### config.mk
export PLATFORM = sky130hd
export DESIGN_NAME = mem_line_transfer_ctrl_flat
export DESIGN_NICKNAME = d
export VERILOG_FILES = /design/src/rtl/mem_line_transfer_ctrl_if.sv /design/src/rtl/mem_line_transfer_ctrl.sv /design/src/flat_wrapper.sv
export SDC_FILE = /design/constraint.sdc
export NUM_CORES = 1
export LEC_CHECK = 0
export BUFFER_PORTS_ARGS = -buffer_cell sky130_fd_sc_hd__clkbuf_2
export CAP_MARGIN = 20
export CORE_ASPECT_RATIO = 1.4
export CORE_MARGIN = 5
export CORE_UTILIZATION = 46
export CTS_CLUSTER_DIAMETER = 30
export DETAILED_ROUTE_END_ITERATION = 10
export PLACE_DENSITY = 0.75
export SLEW_MARGIN = 20
export SYNTH_ARGS = -nofsm -noshare
export SYNTH_HDL_FRONTEND = slang
export SYNTH_SLANG_ARGS = --single-unit
### constraint.sdc
create_clock -name clk -period 2.85 [get_ports clk]
set_input_delay 0.57 -clock clk [delete_from_list [all_inputs] [get_ports clk]]
set_output_delay 0.57 -clock clk [all_outputs]
set_load 0.1 [all_outputs]
### src/rtl/mem_line_transfer_ctrl_if.sv
// mem_line_transfer_ctrl_if
//   Bundles the cache-side request/response handshake and the word-wide
//   synchronous memory port of the line transfer controller.
//   Modports:
//     master - the transfer controller: takes requests, issues memory accesses
//     slave  - the environment: cache requester plus the memory itself
//   Signals:
//     req_valid/req_write/req_addr/req_wdata  cache request (line write data
//                                              word i at [i*DW +: DW])
//     req_ready                               controller idle, can accept
//     resp_valid/resp_rdata                   one-cycle completion, last read line
//     mem_address/mem_data_in/mem_write_enable  word access to memory
//     mem_data_out                            memory read data, one edge after address
interface mem_line_transfer_ctrl_if #(
    parameter int WORDS_PER_LINE = 4,
    parameter int ADDR_WIDTH     = 32,
    parameter int DATA_WIDTH     = 32
);
    logic                                 req_valid;
    logic                                 req_write;
    logic [ADDR_WIDTH-1:0]                req_addr;
    logic [DATA_WIDTH*WORDS_PER_LINE-1:0] req_wdata;
    logic                                 req_ready;
    logic                                 resp_valid;
    logic [DATA_WIDTH*WORDS_PER_LINE-1:0] resp_rdata;
    logic [ADDR_WIDTH-1:0]                mem_address;
    logic [DATA_WIDTH-1:0]                mem_data_in;
    logic                                 mem_write_enable;
    logic [DATA_WIDTH-1:0]                mem_data_out;

    modport master (
        input  req_valid, req_write, req_addr, req_wdata, mem_data_out,
        output req_ready, resp_valid, resp_rdata,
               mem_address, mem_data_in, mem_write_enable
    );

    modport slave (
        output req_valid, req_write, req_addr, req_wdata, mem_data_out,
        input  req_ready, resp_valid, resp_rdata,
               mem_address, mem_data_in, mem_write_enable
    );
endinterface

### src/rtl/mem_line_transfer_ctrl.sv
// mem_line_transfer_ctrl
//   Initiator side of a word-addressed synchronous memory with a one-cycle
//   registered read. Takes one whole-line read or write request from the
//   cache, turns it into WORDS_PER_LINE consecutive word accesses inside the
//   line, and finishes with a single-cycle resp_valid pulse. A read line is
//   returned on resp_rdata and held there until the next read replaces it.
//   Ports:
//     clk    rising-edge clock
//     reset  synchronous, active-high
//     bus    mem_line_transfer_ctrl_if.master (request, response, memory port)
module mem_line_transfer_ctrl #(
    parameter int WORDS_PER_LINE = 4,
    parameter int ADDR_WIDTH     = 32,
    parameter int DATA_WIDTH     = 32
) (
    input  logic                      clk,
    input  logic                      reset,
    mem_line_transfer_ctrl_if.master  bus
);
    localparam int IDX_W  = $clog2(WORDS_PER_LINE);
    localparam int LINE_W = DATA_WIDTH * WORDS_PER_LINE;
    localparam logic [IDX_W-1:0] LAST_IDX = IDX_W'(WORDS_PER_LINE - 1);

    typedef enum logic [2:0] {
        IDLE,
        WRITE,
        READ,
        DRAIN,
        RESP
    } state_t;

    state_t                       state;
    logic [IDX_W-1:0]             cnt;
    logic [IDX_W-1:0]             prev_idx;
    logic [ADDR_WIDTH-IDX_W-1:0]  line_addr;
    logic [LINE_W-1:0]            wr_line;
    logic [LINE_W-1:0]            rd_line;
    logic                         ready_q;
    logic                         resp_q;
    logic                         write_q;

    // The word offset inside a line comes from the counter, never from the request.
    logic unused_addr_bits;
    assign unused_addr_bits = ^bus.req_addr[IDX_W-1:0];

    // Read data arrives one edge after its address, so it belongs to the previous word.
    assign prev_idx = cnt - 1'b1;

    // Control FSM: walks the words of a line, assembles read data and keeps
    // the handshake flags registered alongside the state they describe.
    always_ff @(posedge clk) begin
        if (reset) begin
            state     <= IDLE;
            cnt       <= '0;
            line_addr <= '0;
            wr_line   <= '0;
            rd_line   <= '0;
            ready_q   <= 1'b1;
            resp_q    <= 1'b0;
            write_q   <= 1'b0;
        end else begin
            case (state)
                IDLE: begin
                    if (bus.req_valid) begin
                        line_addr <= bus.req_addr[ADDR_WIDTH-1:IDX_W];
                        wr_line   <= bus.req_wdata;
                        cnt       <= '0;
                        ready_q   <= 1'b0;
                        if (bus.req_write) begin
                            state   <= WRITE;
                            write_q <= 1'b1;
                        end else begin
                            state   <= READ;
                        end
                    end
                end
                WRITE: begin
                    cnt <= cnt + 1'b1;
                    if (cnt == LAST_IDX) begin
                        state   <= RESP;
                        write_q <= 1'b0;
                        resp_q  <= 1'b1;
                    end
                end
                READ: begin
                    if (cnt != '0) begin
                        rd_line[int'(prev_idx)*DATA_WIDTH +: DATA_WIDTH] <= bus.mem_data_out;
                    end
                    cnt <= cnt + 1'b1;
                    if (cnt == LAST_IDX) begin
                        state <= DRAIN;
                    end
                end
                DRAIN: begin
                    rd_line[int'(LAST_IDX)*DATA_WIDTH +: DATA_WIDTH] <= bus.mem_data_out;
                    state  <= RESP;
                    resp_q <= 1'b1;
                end
                RESP: begin
                    state   <= IDLE;
                    resp_q  <= 1'b0;
                    ready_q <= 1'b1;
                end
                default: begin
                    state   <= IDLE;
                    cnt     <= '0;
                    resp_q  <= 1'b0;
                    ready_q <= 1'b1;
                    write_q <= 1'b0;
                end
            endcase
        end
    end

    // The counter replaces the low address bits, so a line never carries into
    // the next one, including the top line of the address space.
    assign bus.mem_address      = {line_addr, cnt};
    assign bus.mem_data_in      = wr_line[int'(cnt)*DATA_WIDTH +: DATA_WIDTH];
    // Gating with reset keeps the reset edge itself from committing a word.
    assign bus.mem_write_enable = write_q && !reset;
    assign bus.req_ready        = ready_q;
    assign bus.resp_valid       = resp_q;
    assign bus.resp_rdata       = rd_line;
endmodule
### src/flat_wrapper.sv
// flat-port wrapper written by rule: the top's interface ports become plain ports
module mem_line_transfer_ctrl_flat 
#(
    parameter int WORDS_PER_LINE = 4,
    parameter int ADDR_WIDTH     = 32,
    parameter int DATA_WIDTH     = 32
)
  (clk, reset, bus_req_valid, bus_req_write, bus_req_addr, bus_req_wdata, bus_mem_data_out, bus_req_ready, bus_resp_valid, bus_resp_rdata, bus_mem_address, bus_mem_data_in, bus_mem_write_enable);
  mem_line_transfer_ctrl_if #(.WORDS_PER_LINE(WORDS_PER_LINE), .ADDR_WIDTH(ADDR_WIDTH), .DATA_WIDTH(DATA_WIDTH)) bus_i ();
  input  logic clk;
  input  logic reset;
  input wire logic [$bits(bus_i.req_valid)-1:0] bus_req_valid;
  input wire logic [$bits(bus_i.req_write)-1:0] bus_req_write;
  input wire logic [$bits(bus_i.req_addr)-1:0] bus_req_addr;
  input wire logic [$bits(bus_i.req_wdata)-1:0] bus_req_wdata;
  input wire logic [$bits(bus_i.mem_data_out)-1:0] bus_mem_data_out;
  output wire logic [$bits(bus_i.req_ready)-1:0] bus_req_ready;
  output wire logic [$bits(bus_i.resp_valid)-1:0] bus_resp_valid;
  output wire logic [$bits(bus_i.resp_rdata)-1:0] bus_resp_rdata;
  output wire logic [$bits(bus_i.mem_address)-1:0] bus_mem_address;
  output wire logic [$bits(bus_i.mem_data_in)-1:0] bus_mem_data_in;
  output wire logic [$bits(bus_i.mem_write_enable)-1:0] bus_mem_write_enable;
  assign bus_i.req_valid = bus_req_valid;
  assign bus_i.req_write = bus_req_write;
  assign bus_i.req_addr = bus_req_addr;
  assign bus_i.req_wdata = bus_req_wdata;
  assign bus_i.mem_data_out = bus_mem_data_out;
  assign bus_req_ready = bus_i.req_ready;
  assign bus_resp_valid = bus_i.resp_valid;
  assign bus_resp_rdata = bus_i.resp_rdata;
  assign bus_mem_address = bus_i.mem_address;
  assign bus_mem_data_in = bus_i.mem_data_in;
  assign bus_mem_write_enable = bus_i.mem_write_enable;
  mem_line_transfer_ctrl #(.WORDS_PER_LINE(WORDS_PER_LINE), .ADDR_WIDTH(ADDR_WIDTH), .DATA_WIDTH(DATA_WIDTH)) u_core (.clk(clk), .reset(reset), .bus(bus_i));
endmodule
-- Word-level counts from Yosys, hierarchy flattened
Index checks and enable logic that the tools add are counted.
W data, S select, Z words.
- latch bits: 0
- bits in writable memories: 0
- output and inout port bits: 195
- memories kept: 0
- bits in read-only memories: 0
- register bits after elaboration: 294
- div/mod/pow operators: 0
- muxes and demuxes: 18
- equal/unequal tests: 10
- shifts and indexed selects: 3
- reductions and logical operators: 18
- $lt $le $gt $ge: 0
- multiply operators: 0
- add/subtract/negate cells: 3
- bitwise operators: 4
- operators by type and width (operator ; count):
    $bwmux W128 ; 1
    $mux W128 ; 1
    $shift A32 B33 Y128 const A ; 1
    $shiftx A128 B8 Y32 ; 1
    $shiftx A32 B33 Y128 ; 1
    $pmux W32 S2 ; 1
    $neg A7 Y33 ; 1
    $pmux W3 S4 ; 1
    $reduce_and A2 Y1 ; 6
    $mux W3 ; 3
    $eq A3 B2 Y1 const B ; 2
    $ne A2 B1 Y1 const B ; 3
    $pmux W1 S3 ; 2
    $pmux W2 S3 ; 1
    $reduce_or A2 Y1 ; 3
    $reduce_or A3 Y1 ; 2
    $mux W1 ; 5
    $mux W2 ; 2
    $ne A2 B2 Y1 const B ; 2
    $not A1 Y1 ; 4
    $reduce_and A4 Y1 ; 1
    $reduce_bool A2 Y1 ; 2
    $eq A3 B1 Y1 const B ; 1
    $eq A3 B3 Y1 const B ; 1
    other kinds (8) ; 8

-- Longest topological paths before layout
- word-level depth: 6
- mapped depth: 11
- gate-level depth less buffers: 5

-- Worst setup path before layout
Ideal clock, no wire load.
- path kind: register to register
- start: reg u_core.cnt[1]
- end: reg u_core.rd_line[107] (netlist: u_core.bus.resp_rdata[107])
- buffers on the path: 4
- data arrival time: 3.375 ns
- stages on the path, launching flop included: 10
- setup slack: -0.621 ns
- required time: 2.755 ns
- library setup time: 0.095 ns
- clock period less this slack: 3.471 ns
- cell sequence: dfxtp_1 > buf_2 > buf_2 > buf_2 > inv_1 > ha_1 > nor4b_2 > clkbuf_1 > a221oi_1 > a221oi_1
- cells in the longest elaborated chain, start to end: 6
- RTL lines (element ; RTL line ; RTL):
    from (decl) ; mem_line_transfer_ctrl.sv:33 ; logic [IDX_W-1:0] cnt;
    from (signal assigned) ; mem_line_transfer_ctrl.sv:78 ; cnt <= cnt + 1'b1;
    from (signal assigned) ; mem_line_transfer_ctrl.sv:89 ; cnt <= cnt + 1'b1;
    $sub A2 B1 Y2 ; mem_line_transfer_ctrl.sv:47 ; assign prev_idx = cnt - 1'b1;
    $neg A7 Y33 ; mem_line_transfer_ctrl.sv:87 ; rd_line[int'(prev_idx)*DATA_WIDTH +: DATA_WIDTH] <= bus.mem_data_out;
    $shiftx A32 B33 Y128 / $shift A32 B33 Y128 (equally long branches) ; mem_line_transfer_ctrl.sv:87 ;
    $bwmux W128 ; mem_line_transfer_ctrl.sv:87 ;
    $mux W128 ; mem_line_transfer_ctrl.sv:86 ; if (cnt != '0) begin
    $pmux W32 S2 ; mem_line_transfer_ctrl.sv:62 ; case (state)
    to (signal, indexed assignment) ; mem_line_transfer_ctrl.sv:87 ;
    to (signal, indexed assignment) ; mem_line_transfer_ctrl.sv:95 ; rd_line[int'(LAST_IDX)*DATA_WIDTH +: DATA_WIDTH] <= bus.mem_data_out;
    to (decl) ; mem_line_transfer_ctrl.sv:37 ; logic [LINE_W-1:0] rd_line;
Several ways; a longest one is shown, not always the timed one. The select of a mux whose other input is x is not followed.
A chain may end at the register's enable or synchronous reset.

-- Worst setup path in the final report
- start: reg u_core.cnt[0]
- end: out bus_mem_data_in[9]
- cells in the longest elaborated chain, start to end: 1
- RTL lines (element ; RTL line ; RTL):
    $shiftx A128 B8 Y32 ; mem_line_transfer_ctrl.sv:118 ; assign bus.mem_data_in = wr_line[int'(cnt)*DATA_WIDTH +: DATA_WIDTH];
    to (decl) ; flat_wrapper.sv:21 ; output wire logic [$bits(bus_i.mem_data_in)-1:0] bus_mem_data_in;
Every way passes these cells.

==> summary.txt <==
Floorplanning
  – Die Wd: 149 um
  – Core Region: approximately 27000 um^2
  – Die span in y: between 200 and 250 um
  – Initial Util: 46.2%
  – I/O pins: ~390
  – Rows: just over 70
  – Die footprint: 30300 um^2

Clock tree
  – Clock root buffer: clkbuf_16
  – CTS tree: yes
  – TritonCTS Sinks: ~290
  – Htree depth: 2
  – TritonCTS Buffers: 50
  – Clk_lat worst skew: around 540 ps
  – # hold bufs at CTS: 0
  – Clock-pin slew on the worst setup and hold paths: roughly 50 ps
  – Clk buf depth: 3

Timing
  – Period utilisation layout: a little over nine tenths
  – Final setup TNS: 0 ps
  – Setup Skew: about 17 ps
  – # setup viols final: 0
  – Fin. Hold Viols: 0
  – Tightest Pin Transition: 1090 ps
  – Min cycle time layout: between 2000 and 3000 ps
  – Slew Limit Fails: 0
  – FMAX: 365 MHz
  – Worst rel slew slack: about 27%
  – RSZ-0062 raised after global routing: no

Drt
  – WL final: approximately 40 mm
  – Post-Route M1 WL: 15.4 mm
  – Pre-Repair DR Iteration Count: 5
  – Detail Route Antenna Nets: 0
  – Drt initial violations: approximately 780
  – Routed length per placed instance: about 18 um
  – Routed vias/inst: between 5 and 6
  – Routed wl met3: around 4 mm
  – Met2 wire length: about 20 mm
  – Total vias in the final route: around 12000
  – DR DRC count: 0
  – DR top layer: met5

Synthesis
  – Synth Instances: about 1500
  – FF+latch count, synth: around 290
  – Async S/R FF share, synth: 0%
  – Most area-consuming cells after synthesis: dfxtp_1 (48%), nand2_1 (11%), a21oi_1 (10%)
  – Syn Nets: around 1700
  – Post-synth EDFFs: 0
  – Main synth FF type: dfxtp_1
  – Post-synth cell types: 35
  – Cell taking the most area after synthesis: dfxtp_1
  – Syn avg cell area: 8.45 um^2
  – Yosys top cell area share: 47.6%
  – Synth warn: 0
  – Mapped Area: approximately 12000 um^2
  – Sequential-to-total area share from yosys stat: 47.6%

Setup path
  – Setup CP Type: reg -> out
  – Reg2Reg Depth: 5
  – CP required: approximately 2300 ps
  – Reg-to-reg slack, setup: 380 ps
  – Largest stage delay on the critical path: approximately 550 ps
  – Worst setup EP type: output pin
  – CP max stage cell: mux4_2
  – Setup crit start kind: register
  – Critical path arrival: 2170 ps
  – CP cell instances: buf_12, mux4_2, clkbuf_2
  – Crit path max fanout: 20

Finish
  – NumNets Final: 1976
  – Layout Utilization: about 61%
  – Synthesis-to-layout area growth: 31.5%
  – Most common cell after layout, fill and taps aside: clkbuf_2
  – Multi-input logic area: around 5600 um^2
  – Register area: just under 6000 um^2
  – Layout filler cell count: between 2000 and 2500
  – Share of cells above drive strength 1: around 30%
  – Most frequent cells in the layout: clkbuf_2 (385), nand2_1 (351), dfxtp_1 (291), a21oi_1 (259), nand4_1 (96)

Placed design
  – Routability cong.: 0.857
  – IO buf count: 388
  – Detailed-placement wirelength estimate: roughly 26 mm

Run status
  – Status: finished clean

Hold path
  – Worst hold path depth: 3
  – Hold WC Path Type: in -> reg

Global route
  – First-pass GRT wire length: between 60 and 70 mm
  – All-Layer GR Usage: about a quarter
  – Largest net degree at the start of global routing: 189
  – GRT overflow: 0
  – Vias in the first global route: 11902
  – Initial antenna violation count: 3

Pwr
  – Static leakage: 6.61 nW
  – Worst VDD drop: between 0.4 and 0.5 mV
  – Power Total: between 10 and 15 mW
  – Cell Pwr Density: between 800 and 900 nW/um^2

Flow run
  – Max_cap viols: 0
[cell families (layout without fill, tap and decap cells)]
kind of cell               Yosys count  in the layout  share of synthesized area (%)
and+or+nand+nor                    501            501                           18.6
AOI/OAI and AO/OA                  428            428                           19.5
DFF                                294            294                           47.6
buffers and inverters              197            547                           7.52
muxes                               34             34                           6.01
adders and majority gates            7              7                          0.709
xor gates and xnor gates             1              1                         0.0709
other                                0              1                              0
[routing by layer]
metal	GRT usage, %	vias up
met5	0	-
met4	10.1	4
met3	7.63	93
met2	41.8	594
met1	30.6	5698
li1	-	5775
[flip-flops by register name (all words and copies together) (netlist names)]
name / flops
u_core.cnt: 2
u_core.state: 3
u_core.wr_line: 128
u_core.bus.resp_rdata: 128
u_core.line_addr: 30
u_core.write_q: 1
u_core.bus.resp_valid: 1
u_core.bus.req_ready: 1
[cell type report]
type / instances / area share, %
repair buffers: 415 / 14.0
diodes: 1 / 0.0154
clock buffers: 66 / 9.08
flip-flops and latches: 294 / 36.3
inverters: 41 / 0.947
multi-input cells: 971 / 34.3
clock inverters: 25 / 2.58
well taps: 365 / 2.81
[power by group]
group / total (mW) / switching, mW / leakage [nW] / internal (mW)
logic: 2.58 / 1.97 / 3.29 / 0.607
registers: 4.46 / 0.127 / 2.40 / 4.33
clock network: 6.63 / 2.08 / 0.924 / 4.55
total: 13.7 / 4.17 / 6.61 / 9.49
[path summary, 6_finish.rpt]
kind	startpoint	endpoint
worst max-delay path	u_core.cnt[0]$_SDFFE_PP0P_	bus_mem_data_in[9]
worst min-delay path	bus_req_addr[13]	u_core.line_addr[11]$_SDFFE_PP0P_
worst max register to register	u_core.cnt[0]$_SDFFE_PP0P_	u_core.bus.resp_rdata[22]$_SDFFE_PP0P_
worst min register to register	u_core.bus.resp_valid$_SDFFE_PP0P_	u_core.bus.resp_valid$_SDFFE_PP0P_
[critical path, delay by kind of cell (launching register included)]
family / cells / cell delay (ps)
buffers and inverters: 2 / 610
DFF: 1 / 440
muxes: 1 / 550
[Yosys cell counts, drive strengths merged, types with 2 or more instances]
| master | instances |
|---|---|
| mux4 | 32 |
| nand2b | 3 |
| dfxtp | 294 |
| or4b | 2 |
| buf | 61 |
| nor3b | 2 |
| nor4b | 3 |
| mux2 | 2 |
| a21o | 2 |
| nor2 | 3 |
| nand2 | 351 |
| or2 | 2 |
| nor2b | 36 |
| ha | 7 |
| inv | 41 |
| nand4 | 96 |
| a221oi | 64 |
| clkbuf | 95 |
| a21oi | 259 |
| o21ai | 97 |
[what timing repair did]
action                     CTS  global route
setup endpoints to repair    0             1
resized for setup            0             1
setup buffers                0             0
[metrics by stage]
stage | setup WS (ps) | area, um^2 | hold WS, ps | instances
after detailed placement | 454 | 14300 | 443 | 2085
after global placement | 501 | 14300 | 438 | 2085
after global routing | 27.0 | 16300 | 240 | 2178
after CTS | 18.7 | 16200 | 223 | 2176
final | 110 | 16300 | 250 | 2178
after floorplan | 35.5 | 12400 | 433 | 1462
Power figures use the tool's default switching activity.
